===== src/rtl/fq_div_pkg.sv =====
// +--------------------------------------------------------------------------+
// | fq_div_pkg: shared FSM state encoding and ratio limit for fq_div_ctrl    |
// | rev 1.0                                                                  |
// +--------------------------------------------------------------------------+
`default_nettype none

package fq_div_pkg;

  typedef enum logic [1:0] {
    IDLE = 2'd0,
    RUN  = 2'd1,
    PEND = 2'd2,
    STOP = 2'd3
  } fq_state_e;

  localparam int unsigned MIN_DIV = 2;

endpackage

`default_nettype wire


===== src/rtl/fq_div_phase.sv =====
// +--------------------------------------------------------------------------+
// | fq_div_phase: phase counter producing registered div_clk / div_tick      |
// | rev 1.0                                                                  |
// +--------------------------------------------------------------------------+
`default_nettype none

module fq_div_phase #(
  parameter int unsigned W = 16
) (
  input  logic         clk_i,
  input  logic         rst_i,
  input  logic         run_i,
  input  logic         act_d_i,
  input  logic [W-1:0] div_i,
  input  logic [W-1:0] div_d_i,
  output logic         boundary_o,
  output logic         div_clk_o,
  output logic         div_tick_o
);

  localparam logic [W-1:0] C_ONE = W'(1);

  logic [W-1:0] cnt_q, cnt_d;
  logic         clk_q, clk_d;
  logic         tick_q, tick_d;
  logic         boundary;

  assign boundary = run_i && (cnt_q == (div_i - C_ONE));

  // Outputs are computed from next-cycle count and ratio so they leave flops.
  always_comb begin
    cnt_d = '0;
    if (act_d_i && run_i && !boundary) begin
      cnt_d = cnt_q + C_ONE;
    end
    clk_d  = act_d_i && (cnt_d < (div_d_i >> 1));
    tick_d = act_d_i && (cnt_d == (div_d_i - C_ONE));
  end

  always_ff @(posedge clk_i or posedge rst_i) begin
    if (rst_i) begin
      cnt_q  <= '0;
      clk_q  <= 1'b0;
      tick_q <= 1'b0;
    end else begin
      cnt_q  <= cnt_d;
      clk_q  <= clk_d;
      tick_q <= tick_d;
    end
  end

  assign boundary_o = boundary;
  assign div_clk_o  = clk_q;
  assign div_tick_o = tick_q;

endmodule

`default_nettype wire


===== src/rtl/fq_div_ctrl.sv =====
// +--------------------------------------------------------------------------+
// | fq_div_ctrl: glitch-free run-time programmable clock divider controller  |
// | optional: FQ_DIV_PERIOD_CNT_EN adds period_cnt output      rev 1.0       |
// +--------------------------------------------------------------------------+
`default_nettype none

module fq_div_ctrl
  import fq_div_pkg::*;
#(
  parameter int unsigned W       = 16,
  parameter int unsigned DEF_DIV = 2
) (
  input  logic         org_clk,
  input  logic         sys_rst,
  input  logic         en,
  input  logic         cfg_valid,
  input  logic [W-1:0] cfg_div,
  output logic         cfg_ready,
  output logic         cfg_err,
  output logic         div_clk,
  output logic         div_tick,
  output logic         busy,
  output logic [W-1:0] cur_div
`ifdef FQ_DIV_PERIOD_CNT_EN
  ,
  output logic [31:0]  period_cnt
`endif
);

  localparam logic [W-1:0] C_MIN = W'(MIN_DIV);
  localparam logic [W-1:0] C_DEF = W'(DEF_DIV);

  fq_state_e    state_q, state_d;
  logic [W-1:0] cur_div_q, cur_div_d;
  logic [W-1:0] pend_div_q, pend_div_d;
  logic         pend_vld_q, pend_vld_d;
  logic         cfg_err_q, cfg_err_d;

  logic accept;
  logic ratio_bad;
  logic good_acc;
  logic boundary;
  logic stop_done;

  assign accept    = cfg_valid && cfg_ready;
  assign ratio_bad = cfg_div < C_MIN;
  assign good_acc  = accept && !ratio_bad;
  assign stop_done = (state_q == STOP) && boundary && !en;

  // FSM: state register
  always_ff @(posedge org_clk or posedge sys_rst) begin
    if (sys_rst) begin
      state_q <= IDLE;
    end else begin
      state_q <= state_d;
    end
  end

  // FSM: next state
  always_comb begin
    state_d = state_q;
    case (state_q)
      IDLE: begin
        if (en) state_d = RUN;
      end
      RUN: begin
        if (!en)           state_d = STOP;
        else if (good_acc) state_d = PEND;
      end
      PEND: begin
        if (!en)           state_d = STOP;
        else if (boundary) state_d = RUN;
      end
      STOP: begin
        // Re-enable resumes without restarting the period in progress.
        if (en) begin
          if ((pend_vld_q && !boundary) || good_acc) state_d = PEND;
          else                                      state_d = RUN;
        end else if (boundary) begin
          state_d = IDLE;
        end
      end
      default: state_d = IDLE;
    endcase
  end

  // FSM: outputs
  always_comb begin
    cfg_ready = (state_q != PEND) && !pend_vld_q;
    busy      = (state_q != IDLE);
  end

  // Ratio datapath: a ratio landing on the final STOP boundary goes straight to
  // cur_div, since the divider is about to idle and nothing is left to protect.
  always_comb begin
    cur_div_d  = cur_div_q;
    pend_div_d = pend_div_q;
    pend_vld_d = pend_vld_q;
    cfg_err_d  = accept && ratio_bad;
    if (boundary && pend_vld_q) begin
      cur_div_d  = pend_div_q;
      pend_vld_d = 1'b0;
    end
    if (good_acc) begin
      if ((state_q == IDLE) || stop_done) begin
        cur_div_d = cfg_div;
      end else begin
        pend_div_d = cfg_div;
        pend_vld_d = 1'b1;
      end
    end
  end

  always_ff @(posedge org_clk or posedge sys_rst) begin
    if (sys_rst) begin
      cur_div_q  <= C_DEF;
      pend_div_q <= '0;
      pend_vld_q <= 1'b0;
      cfg_err_q  <= 1'b0;
    end else begin
      cur_div_q  <= cur_div_d;
      pend_div_q <= pend_div_d;
      pend_vld_q <= pend_vld_d;
      cfg_err_q  <= cfg_err_d;
    end
  end

  fq_div_phase #(
    .W (W)
  ) u_phase (
    .clk_i      (org_clk),
    .rst_i      (sys_rst),
    .run_i      (state_q != IDLE),
    .act_d_i    (state_d != IDLE),
    .div_i      (cur_div_q),
    .div_d_i    (cur_div_d),
    .boundary_o (boundary),
    .div_clk_o  (div_clk),
    .div_tick_o (div_tick)
  );

  assign cfg_err = cfg_err_q;
  assign cur_div = cur_div_q;

`ifdef FQ_DIV_PERIOD_CNT_EN
  logic [31:0] period_cnt_q;

  always_ff @(posedge org_clk or posedge sys_rst) begin
    if (sys_rst) begin
      period_cnt_q <= '0;
    end else if ((state_q == IDLE) && (state_d == RUN)) begin
      period_cnt_q <= '0;
    end else if (div_tick) begin
      period_cnt_q <= period_cnt_q + 32'd1;
    end
  end

  assign period_cnt = period_cnt_q;
`endif

endmodule

`default_nettype wire


===== config.mk =====
export PLATFORM = sky130hd
export DESIGN_NAME = fq_div_ctrl
export DESIGN_NICKNAME = d
export VERILOG_FILES = /design/src/rtl/fq_div_pkg.sv /design/src/rtl/fq_div_phase.sv /design/src/rtl/fq_div_ctrl.sv
export SDC_FILE = /design/constraint.sdc
export NUM_CORES = 1
export LEC_CHECK = 0
export CORE_MARGIN = 2
export CORE_UTILIZATION = 50
export CTS_CLUSTER_SIZE = 12
export DETAILED_ROUTE_END_ITERATION = 8
export PLACE_DENSITY = 0.78
export SETUP_SLACK_MARGIN = 0.02
export SYNTH_ARGS = -nofsm -noshare
export SYNTH_HDL_FRONTEND = slang
export SYNTH_HIERARCHICAL = 1
export SYNTH_SLANG_ARGS = --single-unit

===== constraint.sdc =====
create_clock -name org_clk -period 7.9 [get_ports org_clk]
set_input_delay 1.58 -clock org_clk [delete_from_list [all_inputs] [get_ports org_clk]]
set_output_delay 1.58 -clock org_clk [all_outputs]
set_load 0.05 [all_outputs]

Word-level counts from Yosys, hierarchy flattened
Cells that the tools add are included.
{"block": "classes", "add_sub_neg": 3, "n_bitwise": 1, "n_reduce_logical": 23, "n_eq_ne": 6, "magnitude_cmp": 2, "muxes": 16}
{"operator": "two-way mux 16 bit", "count": 4}
{"operator": "equality test 16 bit", "count": 2}
{"operator": "subtractor 16 x 1 -> 16 bit, second input constant", "count": 2}
{"operator": "adder 16 x 1 -> 16 bit, second input constant", "count": 1}
{"operator": "less-than comparator 16 x 15 -> 1 bit", "count": 1}
{"operator": "less-than comparator 16 x 2 -> 1 bit, second input constant", "count": 1}
{"operator": "two-way mux 2 bit", "count": 8}
{"operator": "logical AND 1 bit", "count": 13}
{"operator": "one-hot mux 2 bit (4 select lines)", "count": 1}
{"operator": "equality test 2 bit, second input constant", "count": 2}
{"operator": "logical NOT 1 bit", "count": 4}
{"operator": "nonzero test 2 bit", "count": 2}
{"operator": "two-way mux 1 bit", "count": 3}
{"operator": "equality test 2 x 1 -> 1 bit, second input constant", "count": 1}
{"operator": "logical NOT 2 bit", "count": 1}
{"operator": "logical OR 1 bit", "count": 2}
{"operator": "inequality test 2 bit, second input constant", "count": 1}
{"operator": "AND reduction 2 bit", "count": 1}
{"operator": "NOT 1 bit", "count": 1}
{"block": "totals", "input_bits": 20, "elab_cells": 59, "regBits": 54, "out_inout_bits": 21}

Logic depth before layout (Yosys ltp)
{"block": "logic_depth", "depth_word": 15, "ltp_mapped": 27, "ltp_nobuf": 24}

Cells and area by module
Netlist, hierarchy kept.
{"module": "fq_div_phase", "n_inst": 1, "cells_each": 292, "seq_area_each_um2": 450.4, "area_per_inst_um2": 2336.0}
{"module": "fq_div_ctrl", "n_inst": 1, "cells_each": 120, "seq_area_each_um2": 902.1, "area_per_inst_um2": 1736.7}

Worst setup path before layout
Ideal clock, no wire load.
{"block": "synth_timing", "path_kind": "reg2reg", "startpoint": "reg cur_div_q[2], in the netlist cur_div[2]", "endpoint": "reg u_phase.tick_q, in the netlist u_phase/div_tick_o", "setup_ns": 0.095, "stages_incl_launch_ff": 21, "t_required_ns": 7.805, "n_path_buf": 2, "synth_period_minus_slack_ns": 6.125, "slack_ns": 1.775, "arrival_time_ns": 6.030, "path_cell_list": "dfrtp_1 -> nor4_2 -> nand2_1 -> or4_1 -> a21o_1 -> a211o_1 -> nor4b_1 -> nand3_1 -> o21ai_0 -> and4_1 -> buf_6 -> buf_12 -> mux2_2 -> nor4_1 -> nand2_1 -> or4_1 -> xnor2_1 -> or4_1 -> a31oi_1 -> a31oi_1 -> nor4b_2"}
{"block": "synth_via", "word_cells_on_any_way": 26, "cone_classes": "add/sub: 2; eq/ne: 2; mux: 10; reduce/logical: 12"}
{"item": "from (decl)", "line_no": "fq_div_ctrl.sv:34", "source": "logic [W-1:0] cur_div_q, cur_div_d;"}
{"item": "from (signal assigned)", "line_no": "fq_div_ctrl.sv:121", "source": "cur_div_q <= cur_div_d;"}
{"item": "subtractor 16 x 1 -> 16 bit (*)", "line_no": "fq_div_phase.sv:28", "source": "assign boundary = run_i && (cnt_q == (div_i - C_ONE));"}
{"item": "equality test 16 bit (*)", "line_no": "fq_div_phase.sv:28"}
{"item": "logical AND 1 bit (*)", "line_no": "fq_div_phase.sv:28"}
{"item": "named net boundary", "line_no": "fq_div_ctrl.sv:42", "source": "logic boundary;"}
{"item": "logical AND 1 bit (2 in series)", "line_no": "fq_div_ctrl.sv:48", "source": "assign stop_done = (state_q == STOP) && boundary && !en;"}
{"item": "logical OR 1 bit", "line_no": "fq_div_ctrl.sv:105", "source": "if ((state_q == IDLE) || stop_done) begin"}
{"item": "two-way mux 16 bit", "line_no": "fq_div_ctrl.sv:105"}
{"item": "two-way mux 16 bit (*)", "line_no": "fq_div_ctrl.sv:104", "source": "if (good_acc) begin"}
{"item": "named net cur_div_d[5]", "line_no": "fq_div_ctrl.sv:34"}
{"item": "subtractor 16 x 1 -> 16 bit (*)", "line_no": "fq_div_phase.sv:37", "source": "tick_d = act_d_i && (cnt_d == (div_d_i - C_ONE));"}
{"item": "equality test 16 bit (*)", "line_no": "fq_div_phase.sv:37"}
{"item": "logical AND 1 bit (*)", "line_no": "fq_div_phase.sv:37"}
{"item": "named net u_phase.tick_d", "line_no": "fq_div_phase.sv:25", "source": "logic tick_q, tick_d;"}
{"item": "to (signal assigned)", "line_no": "fq_div_phase.sv:48", "source": "tick_q <= tick_d;"}
{"item": "to (decl)", "line_no": "fq_div_phase.sv:25"}
The timed path passes the listed nets; every way through them passes the cells marked *.
A chain may end at the register's enable or synchronous reset.

Worst setup path in the final report
Ends and elaborated chain as after synthesis.

==> flow_summary.json <==
{
  "cts_buffers": 5,
  "slew_violations": 0,
  "synth-edff-count": 0,
  "avgViaCountPerCell": 6.072,
  "rsz0062_at_grt": "no",
  "max_cap_violations": 0,
  "ys_types": 60,
  "holdPathEnd": "pend_div_q[1]",
  "status": "completed",
  "ys.flop_type": "dfrtp_1",
  "fin_worst_skew_ps": 9.587,
  "cts_setup_buffers": 0,
  "cts-resized-gates": 0,
  "worstPathCellList": "nor4_2 -> nand2_1 -> or4_1 -> a21o_1 -> a211o_1 -> nor4b_1 -> nand2_1 -> mux2_2 -> mux2_2 -> nor4_1 -> nand2_1 -> or4_1 -> xnor2_1 -> or4_1 -> a31oi_1 -> a31oi_1 -> nor4b_2",
  "setup_violations": 0,
  "grt_start_max_net_pins": 37,
  "start_util_pct": 52.16,
  "place.gp.congestion": 0.9704,
  "final.setup.tns_ps": 0,
  "grt_pass1_vias": 3319,
  "placed_area_um2": 4498,
  "syn_to_final_growth_pct": 12.60,
  "powerDensity_nw_per_um2": 142.4,
  "ios": 41,
  "timing.rr.end": "u_phase/div_tick_o",
  "final_cell_mix": "53 x dfrtp_1, 40 x clkdlybuf4s50_1, 35 x xnor2_1, 33 x mux2_2, 28 x nor2_1",
  "globalRouteTotalUtil_pct": 25.19,
  "synthCells": 412,
  "pre_cts_slack_ps": 1025,
  "fp.dieArea_um2": 8883,
  "ys_ff_latch": 54,
  "hp-start": "pend_div_q[1]",
  "root_buffer": "clkbuf_8",
  "wire_per_inst_um": 18.90,
  "rows": 32,
  "n_fill_cell": 692,
  "min_period_over_period_pct": 87.90,
  "tritoncts": "yes",
  "crit_type": "flop to flop",
  "fin_util_pct": 58.73,
  "finalWirelength_um": 10430,
  "ant_nets": 0,
  "wl_met2_um": 4941,
  "cts_hold_buf": 0,
  "yosysSeqAreaShare_pct": 33.21,
  "cp_max_fo": 16,
  "arrival_ps": 7170,
  "rrSetupSlack_ps": 960,
  "fin_area_um2": 4586,
  "synth-warning-count": 6,
  "grt-ovfl-total": 0,
  "whs_path_depth": 1,
  "chipHeight_um": 94.25,
  "drt-pass1-iter-count": 5,
  "worstReg2RegStart": "cur_div[2]",
  "drive_gt1_share_pct": 16.67,
  "die_width_um": 94.25,
  "syn_avg_cell_area_um2": 9.885,
  "cts_buffer_depth": 2,
  "vdd_drop_max_mv": 0.06067,
  "end_kind": "flop",
  "netlist_area_um2": 4073,
  "nets": 484,
  "fmax_mhz": 144.0,
  "post-dp-hpwl_um": 7997,
  "worst-slew-pin-transition_ps": 1001,
  "final_hold_viol_count": 0,
  "slew_headroom_pct": 33.28,
  "vias": 3352,
  "p_leak_nw": 2.040,
  "max_stage_delay_ps": 710,
  "hold_path_class": "flop to flop",
  "diodes": 0,
  "period_needed_ps": 6944,
  "highest_layer": "met4",
  "insertion_delay_ps": 320,
  "clock_sinks": 54,
  "drt_iter0_markers": 288,
  "htree_levels": 2,
  "async_flop_share_pct": 100.0,
  "path_clk_slew_ps": 100,
  "final_common_cell": "dfrtp_1",
  "start_kind": "flop",
  "met1_length_um": 4658,
  "dr_wl_met3_um": 658,
  "cpMaxStageDelayCell": "nor4_1",
  "antenna_found_initial": 0,
  "syn_nets": 447,
  "drc": 0,
  "worst_slack_ps": 955.9,
  "cp.required_ps": 8130,
  "core-area_um2": 7807,
  "portBuffers": 40,
  "grt_pass1_wl_um": 17260,
  "reg2reg_depth": 17
}
stage by stage:
stage / hold WS (ps) / cells / total power, mW
after detailed placement: 491.0 / 544 / 0.4956
after global routing: 529.6 / 552 / 0.6907
after CTS: 522.7 / 552 / 0.6528
after global placement: 490.5 / 544 / 0.4912
after floorplan: 476.6 / 412 / 0.4442
final: 515.2 / 552 / 0.6528
flip-flops by register name (all words and copies together), names as in the netlist:
register,flops
state_q,2
cur_div,16
u_phase/div_clk_o,1
pend_div_q,16
pend_vld_q,1
u_phase/cnt_q,16
u_phase/div_tick_o,1
cfg_err,1
critical path: cells and delay by family, from the launching register on:
family / cells / cell delay (ps)
DFF: 1 / 470
xor gates and xnor gates: 1 / 190
AOI/OAI and AO/OA: 4 / 650
muxes: 2 / 780
and+or+nand+nor: 10 / 4760
cell families after synthesis:
logic type / after synthesis / share of synthesized area (%)
and+or+nand+nor: 141 / 19.63
AOI/OAI and AO/OA: 60 / 10.57
xor gates and xnor gates: 56 / 12.04
DFF: 54 / 33.21
muxes: 48 / 14.65
buffers and inverters: 38 / 5.284
adders and majority gates: 15 / 4.608
power by group:
| part | internal, mW | leakage [nW] | switching, mW |
|---|---|---|---|
| Clock | 0.0627 | 0.0374 | 0.0954 |
| Combinational | 0.0750 | 1.27 | 0.0999 |
| Sequential | 0.292 | 0.731 | 0.0278 |
| Total | 0.430 | 2.04 | 0.223 |
cell usage after synthesis (all sizes together) (2+ instances only):
| cell type | count | area, µm² |
|---|---|---|
| dfrtp | 53 | 1326 |
| mux2 | 48 | 596.8 |
| xnor2 | 35 | 306.5 |
| nor2 | 28 | 105.1 |
| inv | 26 | 97.59 |
| nand2 | 21 | 78.83 |
| xor2 | 21 | 183.9 |
| nand3 | 16 | 80.08 |
| ha | 15 | 187.7 |
| nand4 | 13 | 81.33 |
| o21ai | 13 | 68.81 |
| a21oi | 12 | 60.06 |
| nor4 | 10 | 75.07 |
| and3 | 8 | 50.05 |
| nor3 | 8 | 45.04 |
| a21o | 7 | 52.55 |
| buf | 7 | 98.84 |
| clkbuf | 5 | 18.77 |
| or3 | 5 | 31.28 |
| or4 | 5 | 37.54 |
| nand2b | 4 | 25.02 |
| nor4b | 4 | 41.29 |
| or2 | 4 | 25.02 |
| a211oi | 3 | 27.52 |
| a31o | 3 | 26.28 |
| a31oi | 3 | 18.77 |
| and4 | 3 | 26.28 |
| nor2b | 3 | 18.77 |
| a211o | 2 | 17.52 |
| a22oi | 2 | 20.02 |
| a311oi | 2 | 17.52 |
| a41oi | 2 | 17.52 |
| and2 | 2 | 12.51 |
| and4b | 2 | 20.02 |
| nand4b | 2 | 17.52 |
layout make-up:
type                    count  area [µm²]  share of cell area, %
well taps                 102       127.6                  2.783
inverters                  26       97.59                  2.128
repair buffers             42       415.4                  9.059
clock buffers               6       72.57                  1.583
flip-flops and latches     54        1353                  29.50
multi-input cells         320        2505                  54.62
clock inverters             2       15.01                 0.3274
routing by layer:
| metal | vias to the layer above | GRT usage [%] |
|---|---|---|
| met5 | - | 0 |
| li1 | 1565 | - |
| met3 | 11 | 2.809 |
| met2 | 122 | 41.49 |
| met1 | 1654 | 34.77 |
| met4 | 0 | 7.729 |
worst max-delay path by stage:
stage / startpoint / endpoint / slack (ps) / cells after the start
CTS: cur_div[2] / u_phase/div_tick_o / 1000 / 17
floorplan: cur_div[2] / u_phase/div_tick_o / 1770 / 20
global route: cur_div[2] / u_phase/div_tick_o / 260 / 17
global placement: cur_div[2] / u_phase/div_tick_o / 1370 / 17
detailed placement: cur_div[2] / u_phase/div_tick_o / 1030 / 17
finish: cur_div[2] / u_phase/div_tick_o / 960 / 17
No activity file was read; power rests on OpenSTA's default activity.
